==> config.mk <==
export PLATFORM = sky130hd
export DESIGN_NAME = b10_vote_fsm
export DESIGN_NICKNAME = d
export VERILOG_FILES = /design/src/rtl/b10_vote_fsm.sv
export SDC_FILE = /design/constraint.sdc
export NUM_CORES = 1
export LEC_CHECK = 0
export ABC_AREA = 1
export BUFFER_PORTS_ARGS = -buffer_cell sky130_fd_sc_hd__buf_2
export CAP_MARGIN = 0
export CORE_MARGIN = 2
export CORE_UTILIZATION = 35
export DETAILED_ROUTE_END_ITERATION = 7
export PLACE_DENSITY = 0.54
export REMOVE_ABC_BUFFERS = 1
export SYNTH_ARGS = -nofsm -noshare
export SYNTH_HDL_FRONTEND = slang
export SYNTH_SLANG_ARGS = --single-unit
==> constraint.sdc <==
create_clock -name clock -period 3.05 [get_ports clock]
set_input_delay 0.1525 -clock clock [delete_from_list [all_inputs] [get_ports clock]]
set_output_delay 0.1525 -clock clock [all_outputs]
set_load 0.05 [all_outputs]
==> src/rtl/b10_vote_fsm.sv <==
// b10_vote_fsm: push-button vote collector with RTS/CTS word exchange
// and a self-test path that drives the send path.
module b10_vote_fsm (
  input  logic       clock,
  input  logic       reset,
  input  logic       r_button,
  input  logic       g_button,
  input  logic       key,
  input  logic       start,
  input  logic       test,
  input  logic       rts,
  input  logic       rtr,
  input  logic [3:0] v_in,
  input  logic       __obs,
  output logic       cts,
  output logic       ctr,
  output logic [3:0] v_out
);

  typedef enum logic [3:0] {
    S_STARTUP  = 4'd0,
    S_STANDBY  = 4'd1,
    S_GET_IN   = 4'd2,
    S_START_TX = 4'd3,
    S_SEND     = 4'd4,
    S_TX_2_RX  = 4'd5,
    S_RECEIVE  = 4'd6,
    S_RX_2_TX  = 4'd7,
    S_END_TX   = 4'd8,
    S_TEST_1   = 4'd9,
    S_TEST_2   = 4'd10
  } state_e;

  localparam logic [3:0] EndWord  = 4'b0110;
  localparam logic [3:0] TestKey  = 4'b1111;
  localparam logic [3:0] TestSign = 4'b1000;

  state_e     state_q, state_d;
  logic [3:0] voto_q, voto_d;
  logic [3:0] sign_q, sign_d;
  logic       last_g_q, last_g_d;
  logic       last_r_q, last_r_d;
  logic       cts_q, cts_d;
  logic       ctr_q, ctr_d;
  logic [3:0] v_out_q, v_out_d;

  // observation strobe has no functional effect
  logic unused_obs;
  assign unused_obs = __obs;

  // state and datapath registers, async active-low clear
  always_ff @(posedge clock or negedge reset) begin
    if (!reset) begin
      state_q  <= S_STARTUP;
      voto_q   <= '0;
      sign_q   <= '0;
      last_g_q <= 1'b0;
      last_r_q <= 1'b0;
      cts_q    <= 1'b0;
      ctr_q    <= 1'b0;
      v_out_q  <= '0;
    end else begin
      state_q  <= state_d;
      voto_q   <= voto_d;
      sign_q   <= sign_d;
      last_g_q <= last_g_d;
      last_r_q <= last_r_d;
      cts_q    <= cts_d;
      ctr_q    <= ctr_d;
      v_out_q  <= v_out_d;
    end
  end

  // next-state and next-register values; everything holds by default
  always_comb begin
    state_d  = state_q;
    voto_d   = voto_q;
    sign_d   = sign_q;
    last_g_d = last_g_q;
    last_r_d = last_r_q;
    cts_d    = cts_q;
    ctr_d    = ctr_q;
    v_out_d  = v_out_q;
    case (state_q)
      S_STARTUP: begin
        voto_d = '0;
        cts_d  = 1'b0;
        ctr_d  = 1'b0;
        if (!test) begin
          sign_d  = '0;
          state_d = S_TEST_1;
        end else begin
          state_d = S_STANDBY;
        end
      end
      S_STANDBY: begin
        cts_d = rtr;
        if (start) begin
          voto_d  = '0;
          state_d = S_GET_IN;
        end
      end
      S_GET_IN: begin
        if (!start) begin
          state_d = S_START_TX;
        end else if (key) begin
          voto_d[0] = 1'b1;
          if (g_button && !last_g_q)
            voto_d[1] = ~voto_q[1];
          if (r_button && !last_r_q)
            voto_d[2] = ~voto_q[2];
          last_g_d = g_button;
          last_r_d = r_button;
        end else begin
          voto_d = '0;
        end
      end
      S_START_TX: begin
        voto_d[3] = voto_q[1] ^ voto_q[2];
        voto_d[0] = 1'b0;
        state_d   = S_SEND;
      end
      S_SEND: begin
        if (rtr) begin
          v_out_d = voto_q;
          cts_d   = 1'b1;
          if (voto_q == EndWord)
            state_d = S_END_TX;
          else
            state_d = S_TX_2_RX;
        end
      end
      S_TX_2_RX: begin
        if (!rtr) begin
          cts_d   = 1'b0;
          state_d = S_RECEIVE;
        end
      end
      S_RECEIVE: begin
        if (rts) begin
          voto_d  = v_in;
          ctr_d   = 1'b1;
          state_d = S_RX_2_TX;
        end
      end
      S_RX_2_TX: begin
        if (!rts) begin
          ctr_d   = 1'b0;
          state_d = S_SEND;
        end
      end
      S_END_TX: begin
        if (!rtr) begin
          cts_d   = 1'b0;
          state_d = S_STANDBY;
        end
      end
      S_TEST_1: begin
        voto_d = v_in;
        sign_d = TestSign;
        if (v_in == TestKey)
          state_d = S_TEST_2;
      end
      S_TEST_2: begin
        voto_d  = sign_q;
        state_d = S_SEND;
      end
      default: state_d = S_STARTUP;
    endcase
  end

  assign cts   = cts_q;
  assign ctr   = ctr_q;
  assign v_out = v_out_q;

endmodule

### Yosys cells after proc, flatten, opt, wreduce, memory -nomap -nowiden

Cells that the tools add are included.

* register bits after elaboration: 20
* input port bits: 14
* output and inout bits: 6
* logic and storage cells: 93

* equal/unequal tests: 26
* multiplexer cells: 29
* bitwise logic cells: 3
* reduce and logical (&&, ||, !) cells: 24

Operators by type and width (count)
* 4-bit 2-to-1 mux: 14
* 4-bit one-hot mux with 10 select lines: 1
* 2-bit != test, second input constant: 12
* 4-bit by 3-bit == test with 1-bit output, second input constant: 5
* 4-bit == test, second input constant: 4
* 5-bit AND reduction: 3
* 2-bit one-hot mux with 6 select lines: 1
* 6-bit nonzero test: 2
* 3-bit AND reduction: 3
* 4-bit by 2-bit == test with 1-bit output, second input constant: 2
* 4-bit one-hot mux with 2 select lines: 1
* 8-bit AND reduction: 1
* 1-bit 2-to-1 mux: 7
* 1-bit one-hot mux with 7 select lines: 1
* 7-bit nonzero test: 1
* 3-bit != test, second input constant: 2
* 1-bit one-hot mux with 6 select lines: 1
* 2-bit OR reduction: 3
* 4-bit by 1-bit == test with 1-bit output, second input constant: 1
* 4-bit logical NOT: 1
* 1-bit one-hot mux with 4 select lines: 1
* 2-bit AND reduction: 2
* 4-bit AND reduction: 1
* 4-bit nonzero test: 1
* 8 further kinds: 11

### Longest topological paths before layout

* word-level depth: 6
* depth in mapped cells: 10
* gate-level depth less buffers: 10

### Worst setup path after synthesis

No wires, ideal clock.

* kind: register -> register
* start point: register state_q[1]
* end point: register voto_q[1]
* setup time: 0.117 ns
* arrival time: 1.193 ns
* data required time: 2.933 ns
* setup slack: 1.740 ns
* cell stages (with the launch flop): 10
* buffers on the path: 1
* period minus slack after synthesis: 1.310 ns
* path through: dfrtp_1 buf_6 inv_2 nor2_4 nand2_1 nand2_1 a21oi_2 nand3_1 nand2_1 nand2_1

* word-level cells in the longest chain between the ends: 3
* elaborated cells on any way between the ends: 13
* classes of those cells: 9 x eq/ne; 1 x mux; 3 x reduce/logical

Ends and longest elaborated chain
* start, declared: RTL line 38 `state_e state_q, state_d;`
* start signal, assigned: RTL line 63 `state_q <= state_d;`
* 4-bit == test, or another cell as far along: RTL line 84 `case (state_q)`
* 6-bit nonzero test (no line), or another cell as far along
* 5-bit AND reduction (no line)
* end signal, assigned: RTL line 64 `voto_q <= voto_d;`
* end, declared: RTL line 39 `logic [3:0] voto_q, voto_d;`

Several ways; a longest one is shown, not always the timed one.
A chain may end at the register's enable or synchronous reset.

### Worst setup path after layout

* start point: register state_q[3]
* end point: register voto_q[1]

The elaborated chain is that of the path after synthesis.

==> results.md <==
- # Max-Cap Violations: 0
- Min-Delay Path Class: in2reg
- CTS sink cnt: 17
- Area growth from synthesis to layout: 14.4%
- Power density cells: 975 nW/um2
- Routed wire per std cell: 11.6 um
- Synth Instances: 174
- Max rail drop VDD: 0.280 mV
- Required time worst endpoint: 3.25 ns
- Sequential fraction of the synthesis area: 37.3%
- Fillers: 341
- Worst-margin pin slew: 0.402 ns
- #FFs+latches synth: 17
- Most frequent CP cell: nand2_1
- Total negative slack: 0 ns
- Fmax: 646 MHz
- Initial antenna violation count: 0
- Largest net degree at the start of global routing: 18
- Die Y: 61.1 um
- Worst EP arrival: 1.75 ns
- Cell Chain, Critical Path: nor2_1 -> nand2_1 -> nor2_2 -> o21ai_0 -> nand4_1 -> nand2_1
- Final Hold Viols: 0
- Final Setup Violations: 0
- Row Count: 20
- R2r startpoint: state_q[3]$_DFFE_PN0P_
- H-tree level count: 1
- Die W: 61.1 um
- GRT Util Overall: 17.0%
- Final Util: 42.4%
- Reg-to-reg setup timing slack: 1.50 ns
- Hold Slack: 0.115 ns
- Share of cells above drive strength 1: 21.5%
- # DRC: 0
- Cts bufs inserted: 3
- Placer Congestion: 0.918
- CP max FO: 6
- I/O pin total: 20
- Leading area contributor after synthesis: dfrtp_1
- Overflow after GRT: 0
- Vias in the first global route: 985
- Final net count: 210
- Final WL: 2760 um
- Crit Reg-Reg Endpoint: voto_q[1]$_DFFE_PN0P_
- Vias: 1148
- Antenna Nets Post-Route: 0
- Avg Inst Size Synth: 6.56 um2
- Dpl hpwl: 2250 um
- Mapped Area: 1140 um2
- PortBufs: 18
- CP max stage delay: 0.47 ns
- R2R cell count: 6
- Slew Limit Fails: 0
- Slowest-stage cell, CP: dfrtp_1
- Core area: 3080 um2
- CTS tree: yes
- Yosys top cell area share: 37.3%
- Fraction of the cycle the final worst path needs: 50.7%
- Root buffer cell: clkbuf_4
- Min-Delay Endpoint: last_g_q$_DFFE_PN0P_
- Die area: 3730 um2
- Initial drt markers: 77
- Clock Tree Buf Depth: 2
- First-pass GRT wire length: 4590 um
- Ant diodes: 0
- Min Tclk post-route: 1.55 ns
- Kind of critical path: reg2reg
- Pleak: 0.709 nW
- CP endpoint kind: flop
- Vias/cell: 4.80
- Final Skew: 0.00665 ns
- DR pass1 iterations: 4
- RSZ-0062 raised after global routing: no
- Synth unique cells: 17
- Startpoint types: flop
- Worst slew margin: 73.2%
- CTS clock-pin slew for the worst setup and hold paths: 0.11 ns
- YS warnings: 0
- Status: complete, no violations
- Hold Crit Depth: 3
- HP Start: g_button
- Initial Util: 37.1%
- Synth top area cells: dfrtp_1 (37%), nand2_1 (20%), nand3_1 (8.3%)
- Worst skew pair latency: 0.30 ns
- Crit path launch: state_q[3]$_DFFE_PN0P_
-- sequential cells by signal (all words and copies together), names as in the netlist --
name,cells
state_q,4
ctr,1
last_g_q,1
last_r_q,1
voto_q,4
sign_q,1
cts,1
v_out,4
-- routing by layer --
metal / vias up / share of wire [%] / routed length, um / GRT usage, %
li1: 601 / - / - / -
met1: 503 / 48 / 1340 / 24.5
met2: 40 / 44 / 1210 / 25.4
met3: 4 / 6.8 / 188 / 3.99
met4: 0 / 0.98 / 27 / 4.66
met5: - / 0 / 0 / 0
-- area by class of cell --
cell class / instances / area [um2] / area share, %
multi-input cells: 135 / 622 / 47.7
flip-flops and latches: 17 / 425 / 32.6
repair buffers: 19 / 100 / 7.67
inverters: 20 / 75.1 / 5.75
well taps: 44 / 55.1 / 4.22
clock buffers: 3 / 22.5 / 1.73
clock inverters: 1 / 5.00 / 0.384
-- per-stage QoR --
| step | area (um2) | setup slack [ns] | instances | total power, mW |
|---|---|---|---|---|
| after CTS | 1310 | 1.52 | 239 | 1.28 |
| after floorplan | 1120 | 1.75 | 172 | 0.971 |
| after detailed placement | 1270 | 1.54 | 234 | 1.15 |
| after global placement | 1270 | 1.52 | 234 | 1.16 |
| after global routing | 1310 | 1.33 | 239 | 1.41 |
| final | 1310 | 1.50 | 239 | 1.27 |
-- worst max-delay path: cells and delay by family (launching register included) --
family	cells	cell delay, ns
flip-flops	1	0.47
AO/OA/AOI/OAI	1	0.17
AND/OR/NAND/NOR	5	0.82
-- Yosys cell counts (all sizes together) --
master / instances
a21oi: 3
buf: 2
o21ai: 16
dfrtp: 17
inv: 20
nand4: 8
nor2: 22
nand3: 19
nand2: 67
-- power breakdown --
| part | internal, mW | switching [mW] | total (mW) |
|---|---|---|---|
| combinational | 0.226 | 0.513 | 0.740 |
| clock | 0.0489 | 0.0808 | 0.130 |
| sequential | 0.314 | 0.0886 | 0.402 |
-- how the worst max path moves through the flow --
stage	endpoint	slack, ns	depth (start not counted)
after floorplan	voto_q[1]$_DFFE_PN0P_	1.75	8
after global placement	state_q[0]$_DFFE_PN0P_	1.52	9
after detailed placement	voto_q[2]$_DFFE_PN0P_	1.54	8
after CTS	voto_q[2]$_DFFE_PN0P_	1.52	8
after global routing	voto_q[1]$_DFFE_PN0P_	1.33	7
final	voto_q[1]$_DFFE_PN0P_	1.50	6
-- placed cells by master (no fill, tap or decap), drive strengths merged --
master / count
nand2: 67
nor2: 22
inv: 20
nand3: 19
buf: 18
dfrtp: 17
o21ai: 16
nand4: 8
clkbuf: 3
a21oi: 3
clkinv: 1
dlygate4sd3: 1
-- cells by family (layout without fill, tap and decap cells) --
family                 Yosys count  after routing  share of synthesized area [%]
AND/OR/NAND/NOR                116            116                           45.5
buffers and inverters           22             43                           8.22
AO/OA/AOI/OAI                   19             19                           8.99
flip-flops                      17             17                           37.3
-- timing repair --
action	CTS	global route
hold buffers	1	0
gates resized for setup	0	0
setup buffers	0	0
setup endpoints to repair	0	0
hold endpoints to repair	17	0
No activity file was read; power rests on OpenSTA's default activity.
